**src/rtl/baud_pkg.sv**
```systemverilog
// ---------------------------------------------------------------------------
// baud_pkg
// Shared definitions for the baud tick generator: the controller state
// encoding and the smallest integer divisor the generator can run with.
// ---------------------------------------------------------------------------
package baud_pkg;

    // Controller states. RUN produces ticks, HOLD parks after a finished
    // oneshot frame, ERR parks after a start with an illegal divisor.
    typedef enum logic [1:0] {
        ST_IDLE = 2'd0,
        ST_RUN  = 2'd1,
        ST_HOLD = 2'd2,
        ST_ERR  = 2'd3
    } baud_state_t;

    // A divisor below this cannot place a midpoint tick distinct from the
    // end-of-bit tick.
    localparam int unsigned MIN_DIV = 2;

endpackage

```
**src/rtl/frac_accum.sv**
```systemverilog
// ---------------------------------------------------------------------------
// frac_accum
// Fractional phase accumulator. On every enabled cycle (one per bit wrap) the
// fractional divisor is added to the accumulator; the overflow becomes the
// carry that stretches the following bit by one clock.
//
// Ports
//   clk    in   system clock, rising edge
//   rst_n  in   asynchronous active-low reset
//   clr    in   synchronous clear of acc and carry (start / abort)
//   en     in   add inc into acc (asserted on a bit wrap)
//   inc    in   FRAC_W-bit fractional increment
//   carry  out  overflow of the most recent addition
// ---------------------------------------------------------------------------
module frac_accum #(
    parameter int FRAC_W = 4
) (
    input  logic              clk,
    input  logic              rst_n,
    input  logic              clr,
    input  logic              en,
    input  logic [FRAC_W-1:0] inc,
    output logic              carry
);

    logic [FRAC_W-1:0] acc;

    // The carry is rewritten on every wrap, so it only ever lengthens the
    // single bit that follows the addition that produced it.
    always_ff @(posedge clk or negedge rst_n) begin
        if (!rst_n) begin
            acc   <= '0;
            carry <= 1'b0;
        end else if (clr) begin
            acc   <= '0;
            carry <= 1'b0;
        end else if (en) begin
            {carry, acc} <= {1'b0, acc} + {1'b0, inc};
        end
    end

endmodule

```
**src/rtl/baud_tick_gen.sv**
```systemverilog
// ---------------------------------------------------------------------------
// baud_tick_gen
// Fractional baud-rate tick generator. Produces a mid-bit tick, an end-of-bit
// tick and a bit-clock level, either continuously or for a fixed number of
// bits (oneshot). The bit period is div_int clocks plus an occasional extra
// clock from the fractional accumulator.
//
// Ports
//   clk        in   system clock, rising edge
//   rst_n      in   asynchronous active-low reset
//   bps_start  in   level run request (0 aborts / returns to idle)
//   div_int    in   integer clocks per bit, minimum 2
//   div_frac   in   fractional clocks per bit in units of 2^-FRAC_W
//   oneshot    in   1: stop after nbits bits, 0: run continuously
//   nbits      in   bits per oneshot frame (0 behaves as 1)
//   tick_mid   out  one-cycle pulse at bit centre
//   tick_end   out  one-cycle pulse at bit end
//   clk_bps    out  high from tick_mid until tick_end
//   done       out  one-cycle pulse with the last oneshot tick_end
//   busy       out  high while running
//   cfg_err    out  high while parked on an illegal divisor
// ---------------------------------------------------------------------------
module baud_tick_gen
    import baud_pkg::*;
#(
    parameter int DIV_W   = 16,
    parameter int FRAC_W  = 4,
    parameter int NBITS_W = 4
) (
    input  logic               clk,
    input  logic               rst_n,
    input  logic               bps_start,
    input  logic [DIV_W-1:0]   div_int,
    input  logic [FRAC_W-1:0]  div_frac,
    input  logic               oneshot,
    input  logic [NBITS_W-1:0] nbits,
    output logic               tick_mid,
    output logic               tick_end,
    output logic               clk_bps,
    output logic               done,
    output logic               busy,
    output logic               cfg_err
);

    localparam logic [DIV_W-1:0] ONE   = DIV_W'(1);
    localparam logic [DIV_W:0]   ONE_X = (DIV_W+1)'(1);

    baud_state_t        state;
    baud_state_t        state_nxt;

    logic [DIV_W-1:0]   div_int_l;
    logic [FRAC_W-1:0]  div_frac_l;
    logic               oneshot_l;
    logic [NBITS_W-1:0] nbits_l;

    logic [DIV_W-1:0]   cnt;
    logic [DIV_W-1:0]   bit_cnt;
    logic [DIV_W-1:0]   mid;
    logic [DIV_W-1:0]   bit_target;
    logic [DIV_W:0]     period_m1;
    logic               carry;

    logic               start_req;
    logic               cfg_bad;
    logic               run_go;
    logic               abort;
    logic               at_mid;
    logic               at_end;
    logic               wrap;
    logic               last_bit;

    logic               tick_mid_nxt;
    logic               tick_end_nxt;
    logic               clk_bps_nxt;
    logic               done_nxt;
    logic               busy_nxt;
    logic               cfg_err_nxt;

    // Decode of the current cycle. The end comparison is one bit wider so a
    // maximum divisor plus carry cannot overflow. The midpoint ignores the
    // carry: the stretched clock is always appended after the centre.
    always_comb begin
        start_req  = (state == ST_IDLE) && bps_start;
        cfg_bad    = (div_int < DIV_W'(MIN_DIV));
        run_go     = (state == ST_RUN) && bps_start;
        abort      = (state == ST_RUN) && !bps_start;
        mid        = (div_int_l - ONE) >> 1;
        period_m1  = {1'b0, div_int_l} + {{DIV_W{1'b0}}, carry} - ONE_X;
        at_mid     = run_go && (cnt == mid);
        at_end     = ({1'b0, cnt} == period_m1);
        wrap       = run_go && at_end;
        bit_target = (nbits_l == '0) ? ONE : DIV_W'(nbits_l);
        last_bit   = oneshot_l && ((bit_cnt + ONE) == bit_target);
    end

    // Controller next state and next registered outputs. An abort has
    // priority over any tick that the same cycle would otherwise produce.
    always_comb begin
        state_nxt    = state;
        tick_mid_nxt = 1'b0;
        tick_end_nxt = 1'b0;
        clk_bps_nxt  = 1'b0;
        done_nxt     = 1'b0;

        case (state)
            ST_IDLE: begin
                if (bps_start) begin
                    state_nxt = cfg_bad ? ST_ERR : ST_RUN;
                end
            end
            ST_RUN: begin
                if (!bps_start) begin
                    state_nxt = ST_IDLE;
                end else begin
                    tick_mid_nxt = at_mid;
                    tick_end_nxt = wrap;
                    if (at_mid) begin
                        clk_bps_nxt = 1'b1;
                    end else if (wrap) begin
                        clk_bps_nxt = 1'b0;
                    end else begin
                        clk_bps_nxt = clk_bps;
                    end
                    if (wrap && last_bit) begin
                        done_nxt  = 1'b1;
                        state_nxt = ST_HOLD;
                    end
                end
            end
            ST_HOLD: begin
                if (!bps_start) begin
                    state_nxt = ST_IDLE;
                end
            end
            ST_ERR: begin
                if (!bps_start) begin
                    state_nxt = ST_IDLE;
                end
            end
            default: begin
                state_nxt = ST_IDLE;
            end
        endcase

        busy_nxt    = (state_nxt == ST_RUN);
        cfg_err_nxt = (state_nxt == ST_ERR);
    end

    always_ff @(posedge clk or negedge rst_n) begin
        if (!rst_n) begin
            state <= ST_IDLE;
        end else begin
            state <= state_nxt;
        end
    end

    // Configuration is captured only on a start so that later changes on
    // the inputs cannot disturb a frame in progress.
    always_ff @(posedge clk or negedge rst_n) begin
        if (!rst_n) begin
            div_int_l  <= '0;
            div_frac_l <= '0;
            oneshot_l  <= 1'b0;
            nbits_l    <= '0;
        end else if (start_req) begin
            div_int_l  <= div_int;
            div_frac_l <= div_frac;
            oneshot_l  <= oneshot;
            nbits_l    <= nbits;
        end
    end

    // Clock-within-bit and bit counters. Both freeze outside RUN, which is
    // what keeps HOLD quiet after a oneshot frame.
    always_ff @(posedge clk or negedge rst_n) begin
        if (!rst_n) begin
            cnt     <= '0;
            bit_cnt <= '0;
        end else if (start_req || abort) begin
            cnt     <= '0;
            bit_cnt <= '0;
        end else if (run_go) begin
            cnt <= at_end ? '0 : cnt + ONE;
            if (wrap && oneshot_l) begin
                bit_cnt <= bit_cnt + ONE;
            end
        end
    end

    frac_accum #(
        .FRAC_W (FRAC_W)
    ) u_frac_accum (
        .clk   (clk),
        .rst_n (rst_n),
        .clr   (start_req || abort),
        .en    (wrap),
        .inc   (div_frac_l),
        .carry (carry)
    );

    always_ff @(posedge clk or negedge rst_n) begin
        if (!rst_n) begin
            tick_mid <= 1'b0;
            tick_end <= 1'b0;
            clk_bps  <= 1'b0;
            done     <= 1'b0;
            busy     <= 1'b0;
            cfg_err  <= 1'b0;
        end else begin
            tick_mid <= tick_mid_nxt;
            tick_end <= tick_end_nxt;
            clk_bps  <= clk_bps_nxt;
            done     <= done_nxt;
            busy     <= busy_nxt;
            cfg_err  <= cfg_err_nxt;
        end
    end

endmodule
```
**config.mk**
```make
export PLATFORM = sky130hd
export DESIGN_NAME = baud_tick_gen
export DESIGN_NICKNAME = d
export VERILOG_FILES = /design/src/rtl/baud_pkg.sv /design/src/rtl/frac_accum.sv /design/src/rtl/baud_tick_gen.sv
export SDC_FILE = /design/constraint.sdc
export NUM_CORES = 1
export LEC_CHECK = 0
export BUFFER_PORTS_ARGS = -buffer_cell sky130_fd_sc_hd__buf_2
export CAP_MARGIN = 20
export CORE_MARGIN = 3
export CORE_UTILIZATION = 61
export DETAILED_ROUTE_END_ITERATION = 10
export PLACE_DENSITY = 0.86
export SLEW_MARGIN = 20
export SYNTH_ARGS = -nofsm -noshare
export SYNTH_HDL_FRONTEND = slang
export SYNTH_SLANG_ARGS = --single-unit
```
**constraint.sdc**
```tcl
create_clock -name clk -period 3.35 [get_ports clk]
set_input_delay 0.1675 -clock clk [delete_from_list [all_inputs] [get_ports clk]]
set_output_delay 0.1675 -clock clk [all_outputs]
set_load 0.02 [all_outputs]
```
==> out/qor.csv, run 1 <==
stage,metric,value,unit
grt,gr-usage-all-layers,25.28,%
route,wl_per_cell,16.52,µm
grt,antenna_found_initial,0,
pwr,power.leakage,2.308,nW
die,core,0.007486,mm²
worst_hold_path,whs_path_depth,3,
cts,cts_tree,yes,
setup_path,critical_path.max_fanout,11,
setup_path,setup.worst_path.start_class,flip-flop,
cts,cts_buffer_depth,2,
route,firstDrtPassIters,5,
finish,multi_input_area,0.002894,mm²
route,vias,4015,
sta,slew_headroom,50.01,%
setup_path,ff2ff_path_depth,11,
sta,final.min_clock_period,3.146,ns
worst_hold_path,min_path_type,primary input to flip-flop,
setup_path,critPathMostFrequentCell,ha_2,
logic_synthesis,synth_area,0.004840,mm²
setup_path,worstReg2RegEnd,cnt[8]$_DFFE_PN0P_,
finish,antenna_cells,0,
grt,busiest_layer,met2,
finish,fillCellCount,561,
setup_path,path_buf_inv,3,
logic_synthesis,synthTopCellsByArea,"dfrtp_1, mux2_2, xnor2_1, nand2_1, xor2_1",
flow_run,max-cap-violations,0,
die,initial_core_util,64.65,%
die,die_width,95.07,µm
grt,use_met2,40.58,%
sta,period_share,93.90,%
cts,clock_sinks,70,
sta,drv_slew,0,
placed_design,dp_hpwl,7702,µm
setup_path,timing.rr.start,div_int_l[0]$_DFFE_PN0P_,
logic_synthesis,yosysMostFrequentCell,dfrtp_1,
route,ant_nets,0,
grt,grt_pass1_wl,17850,µm
setup_path,path_class,flip-flop to flip-flop,
placed_design,io_buffers,33,
cts,cts_root_buf,clkbuf_8,
grt,gr-usage-met1,34.46,%
placed_design,gp_congestion,0.9408,
logic_synthesis,synth_edf_count,0,
finish,layout.nets,580,
sta,hold_viol,0,
logic_synthesis,syn_inst,527,
route,wl,10670,µm
logic_synthesis,yosysSeqAreaShare,36.19,%
setup_path,cp.arrival,3.40,ns
die,io_pins,34,
cts,clock_latency,0.36,ns
pwr,power_density,399.4,mW/mm²
logic_synthesis,ys_seq_elements,70,
sta,finalSetupViolations,0,
logic_synthesis,netlist.area_leader.share,36.19,%
cts,post_cts_buffers,0,
status,status,completed,
logic_synthesis,synth_common_cells,"dfrtp_1, nand2_1, nand3_1",
logic_synthesis,ys_async_sr_fraction,100.0,%
grt,grt_overflow_total,0,
setup_path,worstPathRequired,3.60,ns
setup_path,critPathTopFamily,compound AO/OA/AOI/OAI gates,
route,drt-initial-drc-count,264,
logic_synthesis,synth_area_per_cell,9.183,µm²
pwr,finalPower,2.101,mW
setup_path,worstSetupEndpointType,flip-flop,
logic_synthesis,ys.flop_type,dfrtp_1,
logic_synthesis,syn-num-nets,565,
finish,drive_gt1_share,21.21,%
sta,worstMarginPinSlew,0.7498,ns
setup_path,rrSetupSlack,0.20,ns
finish,syn_to_final_growth,8.661,%
setup_path,critPathMaxStageDelay,0.50,ns
finish,seqCellArea,0.001752,mm²
grt,grt_start_max_net_pins,35,
cts,cts_max_level,3,
finish,final_area,0.005259,mm²
logic_synthesis,synth.distinct_cells,69,
grt,grt_use_met3,3.552,%
pwr,ir_drop,0.0002867,V
worst_hold_path,hp-start,div_int[0],
placed_design,placed_area,0.004990,mm²
route,post_drt_via_cell_ratio,6.215,
route,drc,0,
logic_synthesis,ys_warn_count,0,
cts,cts_buffers,9,
die,rows,31,
sta,fmax,317.9,MHz
cts,cts.clk_slew.worst_paths,0.08,ns
setup_path,cp_slowest_cell,or3b_2,
logic_synthesis,post-synth-top-area-cell,dfrtp_1,
sta,finClkSkew,0.01268,ns
grt,first_global_vias,3779,
die,die_h,95.07,µm
setup_path,crit_chain,inv_1 > ha_2 > ha_2 > or3b_2 > o41ai_2 > a2111oi_2 > and4_1 > a31oi_2 > buf_6 > clkinvlp_2 > o311ai_1,
worst_hold_path,whs_endpoint,div_int_l[0]$_DFFE_PN0P_,
setup_path,critPathLaunch,div_int_l[0]$_DFFE_PN0P_,
die,die-area,0.009038,mm²
sequential cells by signal, summed over array words and instances, names as in the netlist:
register and cells:
div_frac_l 4, oneshot_l 1, state 2, u_frac_accum.carry 1, done 1, nbits_l 4, bit_cnt 16, cnt 16
cfg_err 1, busy 1, clk_bps 1, u_frac_accum.acc 4, tick_end 1, div_int_l 16, tick_mid 1
routing by layer:
layer	up-vias	share of wire, %	wire [µm]
met5	-	0	0
li1	1927	-	-
met1	1899	43	4641
met2	156	48	5107
met4	0	2.6	281
met3	33	6.0	642
tightest hold or removal path: stages:
cell and delay [ns]:
buf_2 0.08, nand2_1 0.04, o21ai_0 0.06
power breakdown:
group | leakage [nW] | switching (mW) | internal, mW
registers | 0.916 | 0.110 | 0.891
clock network | 0.103 | 0.342 | 0.368
logic | 1.29 | 0.203 | 0.186
total | 2.31 | 0.655 | 1.45
how the worst max path moves through the flow:
stage / cells past startpoint / end / slack, ns
CTS: 11 / cnt[7]$_DFFE_PN0P_ / 0.1
global placement: 11 / cnt[6]$_DFFE_PN0P_ / 0.32
finish: 11 / cnt[8]$_DFFE_PN0P_ / 0.20
detailed placement: 11 / cnt[6]$_DFFE_PN0P_ / 0.16
floorplan: 11 / cnt[1]$_DFFE_PN0P_ / 0.50
global route: 11 / cnt[8]$_DFFE_PN0P_ / -0.02
final cells by class:
| type | instances | share of cell area, % |
|---|---|---|
| clock buffer | 10 | 2.617 |
| clock inverter | 6 | 1.309 |
| inverter | 14 | 1.071 |
| multi-input combinational | 406 | 55.03 |
| sequential | 70 | 33.31 |
| tap | 99 | 2.355 |
| timing repair buffer | 40 | 4.211 |
| timing repair inverter | 1 | 0.09517 |
stage by stage:
stage	setup TNS (ns)	worst slack (ns)	std cells	hold slack (ns)	util, %
after floorplan	0	0.5034	527	-0.1281	-
after global placement	0	0.3210	627	0.2720	66.66
after detailed placement	0	0.1561	627	0.2829	66.66
after CTS	0	0.09597	644	0.02542	69.55
after global routing	-0.01893	-0.01893	646	0.04602	70.25
final	0	0.2043	646	0.03206	70.25
cell usage in the layout, fill, tap and decap left out, types with 3 or more instances in the layout:
cell type | Yosys | final
a211oi_1 | 4 | 4
a21o_1 | 19 | 19
a21oi_1 | 21 | 21
a22o_1 | 3 | 3
and2_1 | 3 | 3
and3_1 | 7 | 7
and4_1 | 3 | 3
buf_2 | 6 | 34
buf_4 | 1 | 4
clkbuf_8 | 0 | 10
dfrtp_1 | 70 | 70
ha_1 | 9 | 7
inv_1 | 14 | 13
mux2_2 | 25 | 25
mux2i_1 | 11 | 11
nand2_1 | 49 | 49
nand2b_1 | 7 | 7
nand3_1 | 35 | 35
nand4_1 | 11 | 11
nor2_1 | 31 | 31
nor2b_1 | 4 | 4
nor3_1 | 8 | 8
nor3b_1 | 6 | 5
nor4_1 | 6 | 6
o21ai_0 | 17 | 17
o311ai_1 | 6 | 5
or2_2 | 11 | 11
or3_1 | 10 | 10
or4_1 | 3 | 3
xnor2_1 | 29 | 29
xor2_1 | 21 | 21
what timing repair did:
action / 4_1_cts / 5_1_grt
hold buffers: 1 / 0
setup endpoints to repair: 0 / 16
endpoints found under the hold margin: 32 / 0
gates resized for setup: 0 / 8
cells by family (layout without fill, tap and decap cells):
| kind of cell | Yosys count | after routing | synth area share, % |
|---|---|---|---|
| buffers and inverters | 51 | 71 | 4.834 |
| AND/OR/NAND/NOR | 210 | 210 | 24.51 |
| adder cells (fa/ha/maj) | 10 | 10 | 2.740 |
| flip-flops | 70 | 70 | 36.19 |
| multiplexers | 36 | 36 | 8.092 |
| XOR/XNOR | 50 | 50 | 9.049 |
| AO/OA/AOI/OAI | 100 | 100 | 14.58 |
Note: power is estimated with default switching activity, not from simulation.
==> run 2: changes to the inputs <==
Settings changed: CELL_PAD_IN_SITES_DETAIL_PLACEMENT set to 1, CELL_PAD_IN_SITES_GLOBAL_PLACEMENT set to 1, CORE_UTILIZATION 61 to 47.
==> run 2 against run 1 <==
  * Sequential power about the same
  * Maximum frequency decreased by 0.74%
  * Clock-buffer cell count unchanged
  * Sequential cell count unchanged
  * Global-route usage decreased by 0.090 points
  * Combinational power increased by 6.4%
  * Hold slack got worse by 0.0074 ns
  * Register-to-register slack got worse by 0.02 ns
  * Critical endpoint is now cnt[14]$_DFFE_PN0P_
  * Highest routed layer unchanged
==> out/qor.csv, run 2 (same netlist as run 1, synthesis figures left out) <==
stage,metric,value,unit
setup_path,cp_slowest_cell,or3b_2,
setup_path,setup.worst_path.start_class,flip-flop,
route,drt-initial-drc-count,322,
route,ant_nets,0,
route,drc,0,
pwr,finalPower,2.226,mW
die,die-area,0.01155,mm²
setup_path,cp.arrival,3.41,ns
setup_path,worstPathRequired,3.59,ns
die,die_h,107.5,µm
sta,holdWs,0.02465,ns
sta,slew_headroom,52.90,%
worst_hold_path,min_path_type,primary input to flip-flop,
grt,busiest_layer,met2,
sta,setup_tns,0,ns
sta,worst_slack,0.1809,ns
grt,grt_use_met3,3.779,%
setup_path,worstSetupEndpointType,flip-flop,
route,vias,4183,
grt,grt_pass1_wl,23020,µm
pwr,power.leakage,2.329,nW
finish,drive_gt1_share,21.31,%
cts,cts.clk_slew.worst_paths,0.09,ns
sta,hold_viol,0,
die,initial_core_util,48.84,%
route,post_drt_via_cell_ratio,6.133,
finish,fin_cells,682,
flow_run,max-cap-violations,0,
grt,first_global_vias,4521,
pwr,ir_drop,0.0002906,V
cts,post_cts_buffers,0,
finish,final_common_cell,dfrtp_1,
setup_path,critical_path.max_fanout,19,
die,die_width,107.5,µm
route,firstDrtPassIters,4,
grt,gr-usage-all-layers,25.19,%
sta,finClkSkew,0.02002,ns
finish,final_core_util,53.83,%
placed_design,placed_area,0.005066,mm²
setup_path,crit_chain,inv_1 > ha_2 > ha_2 > or3b_2 > nor2_1 > nand4_1 > a221oi_4 > a31oi_1 > buf_6 > a21o_1 > a22o_1,
route,wl_per_cell,20.18,µm
placed_design,gp_congestion,0.8471,
placed_design,dpl.cell_count,665,
die,core,0.009910,mm²
finish,syn_to_final_growth,10.21,%
setup_path,critPathMaxStageDelay,0.51,ns
die,rows,36,
cts,cts_buffers,9,
route,wl,13760,µm
grt,gr-usage-met1,32.04,%
cts,cts_buffer_depth,2,
sta,drv_slew,0,
finish,layout.nets,582,
grt,grt_start_max_net_pins,49,
sta,finalSetupViolations,0,
finish,reg_top3,"bit_cnt x16, cnt x16, div_int_l x16",
sta,worstMarginPinSlew,0.7035,ns
cts,clock_sinks,70,
setup_path,path_class,flip-flop to flip-flop,
placed_design,io_buffers,33,
setup_path,critPathMostFrequentCell,ha_2,
sta,grt_setup_unrepaired,false,
finish,layout_common_cells,"dfrtp_1, nand2_1, nand3_1",
sta,fmax,315.5,MHz
placed_design,dp_hpwl,9649,µm
grt,antenna_found_initial,0,
status,status,completed,
pwr,power_density,417.4,mW/mm²
cts,clock_latency,0.37,ns
grt,use_met2,42.81,%
sta,period_share,94.60,%
sta,final.min_clock_period,3.169,ns
cts,cts_tree,yes,
grt,grt_overflow_total,0,
die,io_pins,34,
finish,antenna_cells,0,
cts,cts_max_level,3,
finish,final_area,0.005334,mm²
placed_design,dp_slack,0.1594,ns
cts,cts_root_buf,clkbuf_8,
run 2: cell types whose count changed in the layout (fill, tap and decap cells not counted), sizes merged:
cell and change:
buf +3, clkinv -2, bufinv +1, clkinvlp -1, inv +1
run 2: layout make-up:
cell class	count	area (µm²)
well taps	133	166.4
clock inverters	6	92.59
fillers	1141	4576
multi-input cells	406	2887
clock buffers	10	137.6
repair buffers	43	246.5
flip-flops and latches	70	1752
inverters	14	52.55
run 2: final timing paths:
| path | end | from | slack [ns] | cells after the start |
|---|---|---|---|---|
| setup / recovery | cnt[14]$_DFFE_PN0P_ | div_int_l[0]$_DFFE_PN0P_ | 0.18 | 11 |
| hold / removal | div_frac_l[2]$_DFFE_PN0P_ | div_frac[2] | 0.02 | 2 |
| setup reg to reg | cnt[14]$_DFFE_PN0P_ | div_int_l[0]$_DFFE_PN0P_ | 0.18 | 11 |
| hold reg to reg | clk_bps$_DFFE_PN0P_ | clk_bps$_DFFE_PN0P_ | 0.53 | 1 |
| max in group asynchronous | div_frac_l[3]$_DFFE_PN0P_ | rst_n | 1.98 | 3 |
| min in group asynchronous | cnt[15]$_DFFE_PN0P_ | rst_n | 0.34 | 2 |
run 2: where the power goes:
group          switching, mW  internal [mW]  total [mW]
clock network          0.360          0.443       0.804
registers              0.117          0.891        1.01
logic                  0.224          0.191       0.415
run 2: timing repair:
item | in CTS | in global routing
endpoints found under the setup margin | 0 | 20
hold buffers | 1 | 0
resized for setup | 0 | 7
endpoints found under the hold margin | 22 | 0
run 2: layer usage:
metal / wire, µm / vias up
met1: 5844 / 2136
met5: 0 / -
li1: - / 1927
met2: 7008 / 89
met3: 518 / 31
met4: 391 / 0
run 2: worst max-delay path, delay by kind of cell (launching register included):
kind            cells  cell delay (ns)
compound gates      4             0.95
fa+ha+maj           2             0.46
flops               1             0.42
simple gates        3             0.89
buf+inv             2             0.33
==> run 3: changes to the inputs <==
Settings changed: BUFFER_PORTS_ARGS -buffer_cell sky130_fd_sc_hd__buf_2 to -buffer_cell sky130_fd_sc_hd__buf_4.
==> run 3 against run 2 <==
  * Sequential power barely moved
  * Register-to-register slack worse by 0.02 ns
  * Hold slack worse by 0.0065 ns
  * First-iteration DRC count decreased by 39%
  * Global-route usage decreased by 0.30 points
  * Critical endpoint is now state[1]$_DFF_PN0_
==> out/qor.csv, run 3 (same netlist as run 1, synthesis figures left out) <==
stage,metric,value,unit
finish,syn_to_final_growth,11.30,%
setup_path,timing.rr.start,div_int_l[0]$_DFFE_PN0P_,
setup_path,rrSetupSlack,0.16,ns
sta,finClkSkew,0.01371,ns
grt,grt_pass1_wl,22590,µm
pwr,internal-power,1.439,mW
cts,cts.clk_slew.worst_paths,0.08,ns
setup_path,ff2ff_path_depth,10,
cts,cts_tree,yes,
sta,finalSetupViolations,0,
cts,clock_latency,0.37,ns
sta,fmax,313.9,MHz
die,rows,36,
setup_path,worstSetupEndpointType,flip-flop,
setup_path,critical_path.max_fanout,5,
placed_design,dpl.cell_count,663,
finish,drive_gt1_share,21.35,%
setup_path,path_class,flip-flop to flip-flop,
finish,fin_cells,681,
worst_hold_path,min_path_type,primary input to flip-flop,
worst_hold_path,hp-start,div_int[1],
setup_path,setup.worst_path.start_class,flip-flop,
finish,final_common_cell,dfrtp_1,
finish,layout_common_cells,"dfrtp_1, nand2_1, buf_4",
setup_path,worstReg2RegEnd,state[1]$_DFF_PN0_,
grt,grt_overflow_total,0,
pwr,power.leakage,2.341,nW
sta,drv_slew,0,
placed_design,io_buffers,33,
cts,cts_max_level,3,
flow_run,max-cap-violations,0,
grt,antenna_found_initial,0,
setup_path,worstPathRequired,3.65,ns
sta,worstMarginPinSlew,0.9207,ns
route,post_drt_via_cell_ratio,6.088,
worst_hold_path,whs_endpoint,div_int_l[1]$_DFFE_PN0P_,
sta,worst_slack,0.1641,ns
placed_design,dp_slack,0.1441,ns
status,status,completed,
pwr,p_switching,0.7120,mW
sta,setup_tns,0,ns
grt,grt_start_max_net_pins,71,
die,io_pins,34,
sta,period_share,95.10,%
pwr,pwr-share-clk,33.2,%
route,vias,4146,
placed_design,gp_congestion,0.8359,
finish,reg_top3,"bit_cnt x16, cnt x16, div_int_l x16",
sta,hold_viol,0,
worst_hold_path,whs_path_depth,3,
cts,cts_root_buf,clkbuf_8,
cts,clock_sinks,70,
grt,gr-usage-all-layers,24.89,%
pwr,combPwrFrac,20.0,%
route,ant_nets,0,
sta,final.min_clock_period,3.186,ns
finish,layout.nets,581,
pwr,p_sw_share,33.10,%
route,wl,13550,µm
die,core,0.009910,mm²
placed_design,dp_hpwl,9323,µm
sta,grt_setup_unrepaired,false,
sta,slew_headroom,38.62,%
route,firstDrtPassIters,5,
route,wl_per_cell,19.90,µm
die,initial_core_util,48.84,%
pwr,seq_power_share,46.8,%
sta,holdWs,0.01811,ns
die,die-area,0.01155,mm²
pwr,power_density,399.3,mW/mm²
die,die_h,107.5,µm
cts,cts_buffers,9,
cts,cts_buffer_depth,2,
finish,antenna_cells,0,
pwr,ir_drop,0.0002499,V
route,drt-initial-drc-count,196,
setup_path,cp.arrival,3.49,ns
grt,first_global_vias,4363,
route,drc,0,
die,die_width,107.5,µm
==> run 3: changes by cell type in the layout (fill, tap and decap cells not counted), sizes merged <==
cell      previous run  this run
buf                 42        41
bufinv               2         1
clkbuf              10         9
clkinv               1         4
clkinvlp             2         1
==> run 3: worst max-delay path by stage <==
stage,startpoint,to,slack (ns),cells past startpoint
finish,div_int_l[0]$_DFFE_PN0P_,state[1]$_DFF_PN0_,0.16,10
global route,div_int_l[0]$_DFFE_PN0P_,state[1]$_DFF_PN0_,0.02,10
CTS,div_int_l[0]$_DFFE_PN0P_,cnt[14]$_DFFE_PN0P_,0.08,11
detailed placement,div_int_l[0]$_DFFE_PN0P_,cnt[15]$_DFFE_PN0P_,0.14,11
global placement,div_int_l[0]$_DFFE_PN0P_,cnt[14]$_DFFE_PN0P_,0.35,11
floorplan,div_int_l[0]$_DFFE_PN0P_,cnt[1]$_DFFE_PN0P_,0.50,11
==> run 3: power by group through the flow <==
stage                     clock network, mW  logic [mW]  registers, mW
final                                 0.713       0.430           1.01
after floorplan                           0       0.350          0.943
after detailed placement                  0       0.406           1.02
after global placement                    0       0.380           1.01
after CTS                             0.721       0.421           1.00
after global routing                  0.754       0.472           1.02
==> run 3: layer usage <==
metal | global-route usage (%) | wire length (µm) | vias up
met5 | 0 | 0 | -
li1 | - | - | 1932
met3 | 3.299 | 500 | 37
met4 | 12.26 | 497 | 0
met2 | 41.73 | 6788 | 90
met1 | 31.62 | 5767 | 2087
==> run 3: per-stage QoR <==
stage / instance area [µm²] / total power, mW / util (%)
floorplan: 4840 / 1.293 / -
global placement: 5130 / 1.392 / 51.77
detailed placement: 5134 / 1.423 / 51.81
CTS: 5341 / 2.145 / 53.90
global route: 5386 / 2.244 / 54.36
finish: 5386 / 2.151 / 54.36
==> run 3: repair_timing <==
item | CTS | global route
endpoints found under the hold margin | 70 | 0
buffers inserted | 0 | 1
endpoints found under the setup margin | 0 | 39
gates resized for setup | 0 | 10
hold buffers | 1 | 0
==> run 3: critical path: stages (launching register included) <==
cell	delay, ns
dfrtp_1	0.42
inv_1	0.14
ha_2	0.24
nor4b_2	0.39
nand4_1	0.21
or3_4	0.46
a221oi_4	0.33
buf_4	0.19
nand3_1	0.14
nor4b_4	0.42
nand2b_1	0.18
==> run 3: area by class of cell <==
type,count,area [µm²]
Timing Repair Buffer,42,321.6
Clock inverter,7,73.82
Inverter,14,52.55
Clock buffer,9,123.9
Multi-Input combinational cell,406,2897
Tap cell,133,166.4
Fill cell,1141,4523
Sequential cell,70,1752
